[src/rtl/bb_pkg.sv]
// Shared types for the baseball scorekeeper: play codes, result codes,
// FSM state encoding and a runner-count helper.
package bb_pkg;

    typedef enum logic [2:0] {
        ACT_WALK   = 3'd0,
        ACT_SINGLE = 3'd1,
        ACT_DOUBLE = 3'd2,
        ACT_TRIPLE = 3'd3,
        ACT_HR     = 3'd4,
        ACT_BUNT   = 3'd5,
        ACT_GROUND = 3'd6,
        ACT_FLY    = 3'd7
    } action_e;

    localparam logic [1:0] A_WIN = 2'd0;
    localparam logic [1:0] B_WIN = 2'd1;
    localparam logic [1:0] DRAW  = 2'd2;

    typedef enum logic [1:0] {
        ST_IDLE = 2'd0,
        ST_PLAY = 2'd1,
        ST_DONE = 2'd2
    } state_e;

    // bases[0] = 1st, bases[1] = 2nd, bases[2] = 3rd
    function automatic logic [2:0] count_runners(input logic [2:0] b);
        return 3'(b[0]) + 3'(b[1]) + 3'(b[2]);
    endfunction

endpackage

[src/rtl/bb_play_resolver.sv]
// Combinational resolution of one play: given outs and occupied bases before
// the play, produce outs, bases and runs after it, plus the half-ending flag.
module bb_play_resolver
    import bb_pkg::*;
#(
    parameter int OUTS_PER_HALF = 3
)(
    input  logic [1:0] outs,
    input  logic [2:0] bases,
    input  action_e    action,
    output logic [1:0] next_outs,
    output logic [2:0] next_bases,
    output logic [2:0] runs,
    output logic       half_end
);

    logic       two_out;
    logic [1:0] outs_added;
    logic [2:0] outs_total;
    logic [2:0] adv_bases;
    logic [2:0] adv_runs;

    assign two_out    = (outs == 2'(OUTS_PER_HALF - 1));
    assign outs_total = 3'(outs) + 3'(outs_added);

    always_comb begin
        outs_added = 2'd0;
        adv_bases  = bases;
        adv_runs   = 3'd0;
        case (action)
            ACT_WALK: begin
                adv_bases = {bases[2] | (bases[1] & bases[0]), bases[1] | bases[0], 1'b1};
                adv_runs  = {2'b00, &bases};
            end
            ACT_SINGLE: begin
                if (two_out) begin
                    adv_bases = {bases[0], 1'b0, 1'b1};
                    adv_runs  = 3'(bases[1]) + 3'(bases[2]);
                end else begin
                    adv_bases = {bases[1], bases[0], 1'b1};
                    adv_runs  = 3'(bases[2]);
                end
            end
            ACT_DOUBLE: begin
                if (two_out) begin
                    adv_bases = 3'b010;
                    adv_runs  = count_runners(bases);
                end else begin
                    adv_bases = {bases[0], 1'b1, 1'b0};
                    adv_runs  = 3'(bases[1]) + 3'(bases[2]);
                end
            end
            ACT_TRIPLE: begin
                adv_bases = 3'b100;
                adv_runs  = count_runners(bases);
            end
            ACT_HR: begin
                adv_bases = 3'b000;
                adv_runs  = count_runners(bases) + 3'd1;
            end
            ACT_BUNT: begin
                outs_added = 2'd1;
                adv_bases  = {bases[1], bases[0], 1'b0};
                adv_runs   = 3'(bases[2]);
            end
            ACT_GROUND: begin
                // runner forced out at 2nd when 1st is occupied
                outs_added = bases[0] ? 2'd2 : 2'd1;
                adv_bases  = {bases[1], 2'b00};
                adv_runs   = 3'(bases[2]);
            end
            ACT_FLY: begin
                outs_added = 2'd1;
                adv_bases  = {1'b0, bases[1], bases[0]};
                adv_runs   = 3'(bases[2]);
            end
            default: begin
                adv_bases = bases;
            end
        endcase
    end

    // Only out plays can close a half; the closing play scores nothing.
    always_comb begin
        half_end = (outs_added != 2'd0) && (outs_total >= 3'(OUTS_PER_HALF));
        if (half_end) begin
            next_outs  = 2'd0;
            next_bases = 3'b000;
            runs       = 3'd0;
        end else begin
            next_outs  = outs_total[1:0];
            next_bases = adv_bases;
            runs       = adv_runs;
        end
    end

endmodule

[src/rtl/bb_scorekeeper.sv]
// Whole-game baseball engine: applies one play per valid beat, keeps
// saturating per-team scores and pulses the final result after the stream.
module bb_scorekeeper
    import bb_pkg::*;
#(
    parameter  int INNINGS       = 3,
    parameter  int OUTS_PER_HALF = 3,
    parameter  int SCORE_W       = 8,
    localparam int IW            = $clog2(INNINGS + 1)
)(
    input  logic               clk,
    input  logic               rst_n,
    input  logic               in_valid,
    input  logic [IW-1:0]      inning,
    input  logic               half,
    input  logic [2:0]         action,
    output logic               out_valid,
    output logic [SCORE_W-1:0] score_A,
    output logic [SCORE_W-1:0] score_B,
    output logic [1:0]         result
);

    state_e             state_reg, state_next;
    logic [1:0]         outs_reg, outs_next;
    logic [2:0]         bases_reg, bases_next;
    logic [IW-1:0]      last_inning_reg, last_inning_next;
    logic               last_half_reg, last_half_next;
    logic [SCORE_W-1:0] score_reg  [2];
    logic [SCORE_W-1:0] score_next [2];
    logic [SCORE_W-1:0] base_score [2];

    logic       new_game;
    logic       apply;
    logic       half_change;
    logic [1:0] cur_outs;
    logic [2:0] cur_bases;
    logic       walkoff_gate;
    logic [2:0] credit_runs;

    logic [1:0] res_outs;
    logic [2:0] res_bases;
    logic [2:0] res_runs;
    logic       res_half_end;

    assign new_game = (state_reg == ST_IDLE) && in_valid;
    assign apply    = in_valid && (state_reg != ST_DONE);

    // The first beat of a game always counts as a fresh half.
    assign half_change = new_game || (inning != last_inning_reg) || (half != last_half_reg);
    assign cur_outs    = half_change ? 2'd0 : outs_reg;
    assign cur_bases   = half_change ? 3'b000 : bases_reg;

    bb_play_resolver #(
        .OUTS_PER_HALF(OUTS_PER_HALF)
    ) u_resolver (
        .outs       (cur_outs),
        .bases      (cur_bases),
        .action     (action_e'(action)),
        .next_outs  (res_outs),
        .next_bases (res_bases),
        .runs       (res_runs),
        .half_end   (res_half_end)
    );

    // Home team already ahead in the last bottom half: nothing more counts.
    assign walkoff_gate = (inning == IW'(INNINGS)) && half && (base_score[1] > base_score[0]);
    assign credit_runs  = (walkoff_gate || res_half_end) ? 3'd0 : res_runs;

    genvar gi;
    generate
        for (gi = 0; gi < 2; gi++) begin : g_team
            logic               team_bats;
            logic [2:0]         team_runs;
            logic [SCORE_W:0]   sum;
            logic [SCORE_W-1:0] sat_score;

            assign base_score[gi] = new_game ? '0 : score_reg[gi];
            assign team_bats      = (half == 1'(gi));
            assign team_runs      = team_bats ? credit_runs : 3'd0;
            assign sum            = {1'b0, base_score[gi]} + {{(SCORE_W-2){1'b0}}, team_runs};
            assign sat_score      = sum[SCORE_W] ? {SCORE_W{1'b1}} : sum[SCORE_W-1:0];
            assign score_next[gi] = apply ? sat_score : score_reg[gi];

            always_ff @(posedge clk or negedge rst_n) begin
                if (!rst_n) begin
                    score_reg[gi] <= '0;
                end else begin
                    score_reg[gi] <= score_next[gi];
                end
            end
        end
    endgenerate

    always_comb begin
        state_next       = state_reg;
        outs_next        = outs_reg;
        bases_next       = bases_reg;
        last_inning_next = last_inning_reg;
        last_half_next   = last_half_reg;
        case (state_reg)
            ST_IDLE: if (in_valid)  state_next = ST_PLAY;
            ST_PLAY: if (!in_valid) state_next = ST_DONE;
            ST_DONE: state_next = ST_IDLE;
            default: state_next = ST_IDLE;
        endcase
        if (apply) begin
            outs_next        = res_outs;
            bases_next       = res_bases;
            last_inning_next = inning;
            last_half_next   = half;
        end
    end

    always_ff @(posedge clk or negedge rst_n) begin
        if (!rst_n) begin
            state_reg       <= ST_IDLE;
            outs_reg        <= 2'd0;
            bases_reg       <= 3'b000;
            last_inning_reg <= '0;
            last_half_reg   <= 1'b0;
        end else begin
            state_reg       <= state_next;
            outs_reg        <= outs_next;
            bases_reg       <= bases_next;
            last_inning_reg <= last_inning_next;
            last_half_reg   <= last_half_next;
        end
    end

    assign out_valid = (state_reg == ST_DONE);
    assign score_A   = out_valid ? score_reg[0] : '0;
    assign score_B   = out_valid ? score_reg[1] : '0;

    always_comb begin
        result = A_WIN;
        if (out_valid) begin
            if (score_reg[0] > score_reg[1])      result = A_WIN;
            else if (score_reg[1] > score_reg[0]) result = B_WIN;
            else                                  result = DRAW;
        end
    end

endmodule

[config.mk]
export PLATFORM = sky130hd
export DESIGN_NAME = bb_scorekeeper
export DESIGN_NICKNAME = d
export VERILOG_FILES = /design/src/rtl/bb_pkg.sv /design/src/rtl/bb_play_resolver.sv /design/src/rtl/bb_scorekeeper.sv
export SDC_FILE = /design/constraint.sdc
export NUM_CORES = 1
export LEC_CHECK = 0
export CAP_MARGIN = 5
export CORE_UTILIZATION = 50
export DETAILED_ROUTE_END_ITERATION = 8
export DONT_BUFFER_PORTS = 1
export SLEW_MARGIN = 20
export SYNTH_ARGS = -nofsm -noshare
export SYNTH_HDL_FRONTEND = slang
export SYNTH_SLANG_ARGS = --single-unit
[constraint.sdc]
create_clock -name clk -period 10.4 [get_ports clk]
set_clock_uncertainty 0.05 [all_clocks]
set_input_delay 2.08 -clock clk [delete_from_list [all_inputs] [get_ports clk]]
set_output_delay 2.08 -clock clk [all_outputs]
set_load 0.05 [all_outputs]
# Word-level counts from Yosys, hierarchy flattened

Cells that the tools add are included.

Equal/unequal tests: 16
Magnitude comparators: 4
Bitwise gates (word level): 3
Mux-type cells: 28
$add $sub $neg: 7
Reduce and logical (&&, ||, !) cells: 15

Operator list:

| kind                                                               | count |
|---|---|
| two-way mux 8 bit                                                  | 6 |
| two-way mux 3 bit                                                  | 10 |
| greater-than comparator 8 bit                                      | 3 |
| one-hot mux 3 bit (8 select lines)                                 | 1 |
| adder 8 x 3 -> 9 bit                                               | 2 |
| one-hot mux 3 bit (6 select lines)                                 | 1 |
| two-way mux 2 bit                                                  | 8 |
| equality test 3 bit (second input constant)                        | 4 |
| one-hot mux 2 bit (2 select lines)                                 | 2 |
| equality test 2 bit (second input constant)                        | 3 |
| equality test 3 x 2 -> 1 bit (second input constant)               | 2 |
| inequality test 2 bit (second input constant)                      | 3 |
| logical AND 1 bit                                                  | 5 |
| adder 1 x 1 -> 2 bit                                               | 2 |
| adder 2 x 2 -> 3 bit                                               | 1 |
| adder 3 x 1 -> 3 bit                                               | 1 |
| adder 3 x 1 -> 3 bit (second input constant)                       | 1 |
| equality test 3 x 1 -> 1 bit (second input constant)               | 1 |
| greater-or-equal comparator 3 x 2 -> 1 bit (second input constant) | 1 |
| zero test 3 bit                                                    | 1 |
| logical OR 1 bit                                                   | 3 |
| AND reduction 3 bit                                                | 1 |
| OR reduction 3 bit                                                 | 1 |
| equality test 2 x 1 -> 1 bit (second input constant)               | 1 |
| 8 further kinds                                                    | 9 |

Bits of input ports: 9
Bits in registers: 26
Output and inout port bits: 19
Word-level logic and storage cells: 80

# Depth between registers and ports, before layout

Depth in word-level cells: 15
Gate-level depth with buffers: 22
Mapped depth without buffers: 20

# Modules after synthesis

Synthesis repeated with hierarchy kept, for this count alone.

Cell total of the unflattened synthesis: 323
Area, all modules: 2657.5 um2

By module, submodules not included:

| module           | area each (um2) | cells an instance | sequential area each (um2) | times used |
|---|---|---|---|---|
| bb_scorekeeper   | 2108.3          | 250               | 650.6                      | 1 |
| bb_play_resolver | 549.3           | 73                | 0.0                        | 1 |

# Worst setup path after synthesis

OpenSTA, ideal clock, no wires.

Path kind: input to register
From: input port in_valid
To: register score_reg[6] (netlist name)
Arrival time: 5.773 ns
Library setup time: 0.132 ns
Path slack: 4.445 ns
Path buffers: 2
Stages: 22
Data required time: 10.218 ns
Path through: or3b_1 buf_4 and4_4 buf_6 nand2_1 a21oi_1 nor2b_1 ha_1 fa_1 a21oi_1 nor3b_1 nor3b_1 and3_1 ha_1 inv_1 fa_1 nor2b_1 o21a_1 nand3_1 o21a_1 o21ai_0 o31ai_1

Word-level cells in the longest chain between the ends: 14
Elaborated cells on any way between the ends: 31
Those cells by class: add/sub: 6; order compare: 2; eq/ne: 1; mux: 13; reduce/logical: 9

Ends and longest elaborated chain:

| item                                                          | RTL line             | source |
|---|---|---|
| start: declaration                                            | bb_scorekeeper.sv:13 | `input logic in_valid,` |
| branches (longest 14 deep; another with adder 8 x 3 -> 9 bit) | n/a                  |  |
| end signal: indexed assignment                                | bb_scorekeeper.sv:88 | `score_reg[gi] <= score_next[gi];` |
| end: declaration                                              | bb_scorekeeper.sv:28 | `logic [SCORE_W-1:0] score_reg [2];` |

Several ways; the timed one is not identified.
A chain may end at the register's enable or synchronous reset.

# Worst setup path in the final report

From: input port in_valid
To: register score_reg[5] (netlist name)

Same word-level chain as after synthesis.

==> flow_metrics.env <==
export IMPL_outcome="finished clean"
export IMPL_synth_area_um2=2550
export IMPL_vias_per_cell=5.78
export IMPL_fin_nets=359
export IMPL_clock_sinks=26
export IMPL_std_cell_rows=25
export IMPL_synthAdderAreaFrac=0.176
export IMPL_place_inst=379
export IMPL_yosysMostFrequentCell="nand2_1"
export IMPL_crit_path_frequent_cell="a21oi_1"
export IMPL_critical_path_class="primary input to flop"
export IMPL_cpLargestDelayFamily="simple AND/OR/NAND/NOR gates"
export IMPL_drc=0
export IMPL_synth_edf_count=0
export IMPL_coreArea_um2=4820
export IMPL_required_ns=10.52
export IMPL_area_delta_synth_final_pct=4.02
export IMPL_die_w_um=73.5
export IMPL_slew_headroom=0.314
export IMPL_tns_ns=0
export IMPL_synth_common_cells="nand2_1 (38), a21oi_1 (32), and2_1 (28), ha_1 (28), dfrtp_1 (26)"
export IMPL_port_buffers=0
export IMPL_clk_path_buf_depth=2
export IMPL_synth_xor_area_frac=0.0172
export IMPL_layout_min_cycle_time_ns=6.86
export IMPL_postPlaceCellArea_um2=2580
export IMPL_peakVddDrop_mv=0.0661
export IMPL_ys_top_cells_by_area="dfrtp_1 (25%), ha_1 (14%), and2_1 (6.9%)"
export IMPL_crit_path_top_delay_cell="nor3b_1"
export IMPL_clockRootBuffer="clkbuf_8"
export IMPL_largest_register_ff_count=16
export IMPL_wl_um=6250
export IMPL_overflow=0
export IMPL_stdcell_count=383
export IMPL_p_leak_nw=1.22
export IMPL_synthSimpleGateAreaFrac=0.275
export IMPL_top_level_ports=28
export IMPL_syn_avg_cell_area_um2=7.85
export IMPL_synth_cells=325
export IMPL_dieArea_um2=5390
export IMPL_synth_compound_area_frac=0.213
export IMPL_maxCapViolations=0
export IMPL_layout_drive_gt1_share=0.0411
export IMPL_start_util=0.530
export IMPL_grt_max_degree=28
export IMPL_grt_antenna_before_repair=0
export IMPL_worstMarginPinSlew_ns=1.03
export IMPL_synth_top_area_share=0.255
export IMPL_clkLatencyLatePin_ns=0.28
export IMPL_slowest_delay_ns=0.80
export IMPL_ys_flop_type="dfrtp_1"
export IMPL_design_area_um2=2660
export IMPL_rsz0062_at_grt="false"
export IMPL_synth_area_mux_share=0.00392
export IMPL_detail_route_wl_per_cell_um=16.3
export IMPL_ant_nets=0
export IMPL_dp_hpwl_um=4650
export IMPL_hold_slack_ns=0.438
export IMPL_path_cells="or3b_1, and4_4, nand2_1, a21oi_1, nor2b_1, ha_1, fa_1, a21oi_1, nor3b_1, nor3b_1, and3_1, ha_1, inv_1, fa_1, nor2b_1, o21a_1, nand4_1, nand2_1, o21ai_0, a21oi_1"
export IMPL_num_antenna_cells=0
export IMPL_drtPass1Iterations=4
export IMPL_critPathLaunchType="primary input"
export IMPL_path_buf_inv=1
export IMPL_max_freq_mhz=146
export IMPL_clk_pin_slew_ns=0.10
export IMPL_grt_pass1_wl_um=10300
export IMPL_synth_cell_types=49
export IMPL_vias=2212
export IMPL_gp_congestion=0.808
export IMPL_cts_setup_buffers=0
export IMPL_synthArstFlopShare=1.00
export IMPL_synth_top_family_by_area="simple AND/OR/NAND/NOR gates"
export IMPL_grt_pass1_vias=2161
export IMPL_drv_slew=0
export IMPL_yosys_warnings=0
export IMPL_cp_arrival_ns=6.98
export IMPL_cts_resized=0
export IMPL_cts_buffers=3
export IMPL_ys_seq_area_frac=0.255
export IMPL_hold_viol=0
export IMPL_end_kind="flop"
export IMPL_yosysTopAreaCell="dfrtp_1"
export IMPL_finalSetupViolCount=0
export IMPL_postCtsHoldBufs=0
export IMPL_cts_tree="built"
export IMPL_synth_fp_nets=367
export IMPL_drtIter0Drc=125
export IMPL_grt_total_usage=0.246
export IMPL_fin_crit_sh=0.659
export IMPL_h_tree_depth=1
export IMPL_hold_class="flop to flop"
export IMPL_path_max_fanout=27
export IMPL_die_h_um=73.5
export IMPL_p_per_area_nw_per_um2=123
export IMPL_synth_seq_cells=26
path summary, 6_finish.rpt:
path / from / end / slack [ns] / depth (start not counted)
worst max-delay path: in_valid / score_reg[5]$_DFFE_PN0P_ / 3.54 / 20
worst min-delay path: state_reg[1]$_DFFE_PN0P_ / state_reg[1]$_DFFE_PN0P_ / 0.44 / 1
worst max register to register: state_reg[0]$_DFFE_PN0P_ / score_reg[5]$_DFFE_PN0P_ / 4.96 / 20
worst min register to register: state_reg[1]$_DFFE_PN0P_ / state_reg[1]$_DFFE_PN0P_ / 0.44 / 1
max in group asynchronous: rst_n / score_reg[9]$_DFFE_PN0P_ / 8.78 / 0
min in group asynchronous: rst_n / state_reg[1]$_DFFE_PN0P_ / 1.43 / 0
metal layers:
layer  part of all wire  global-route usage  routed length [µm]
met3              0.043              0.0261                 266
met1               0.48               0.343                3030
met2               0.47               0.409                2910
met5                  0                   0                   0
met4             0.0070              0.0598                  44
cells in the final DEF, fill, tap and decap left out, types with 2 or more instances in the layout:
master	instances
a211oi_1	3
a21o_1	5
a21oi_1	32
a21oi_2	2
a22oi_1	2
a31oi_1	4
and2_1	28
and3_1	4
buf_4	2
clkbuf_8	3
dfrtp_1	26
fa_1	5
ha_1	28
inv_1	22
nand2_1	38
nand2b_1	2
nand3_1	8
nand4_1	7
nor2_1	22
nor2b_1	8
nor3_1	6
nor3b_1	4
o211ai_1	6
o21a_1	3
o21ai_0	14
o21ai_1	2
o31ai_1	5
xnor2_1	3
xor2_1	2
stage by stage:
| step | utilization | setup WS (ns) | power, mW |
|---|---|---|---|
| global placement | 0.536 | 3.35 | 0.241 |
| finish | 0.551 | 3.54 | 0.325 |
| detailed placement | 0.536 | 3.26 | 0.239 |
| floorplan | - | 4.45 | 0.216 |
| global route | 0.551 | 3.13 | 0.347 |
| CTS | 0.551 | 3.55 | 0.326 |
logic make-up after synthesis:
group	Yosys count
AO/OA/AOI/OAI	87
XOR/XNOR	5
adder cells (fa/ha/maj)	33
buffers and inverters	37
flip-flops	26
multiplexers	1
AND/OR/NAND/NOR	136
report_power, final:
group          leakage [nW]  internal, mW  switching (mW)
Clock                0.0357        0.0515          0.0345
Sequential            0.332         0.113          0.0144
Combinational         0.850        0.0451          0.0670
Total                  1.22         0.210           0.116
final cells by class:
type / instances / area [µm²]
fill: 486 / 2160
multi-input combinational: 262 / 1750
sequential: 26 / 651
tap: 67 / 83.8
inverter: 22 / 82.6
clock buffer: 3 / 41.3
clock inverter: 1 / 30.0
timing repair buffer: 2 / 15.0
Power figures use the tool's default switching activity.
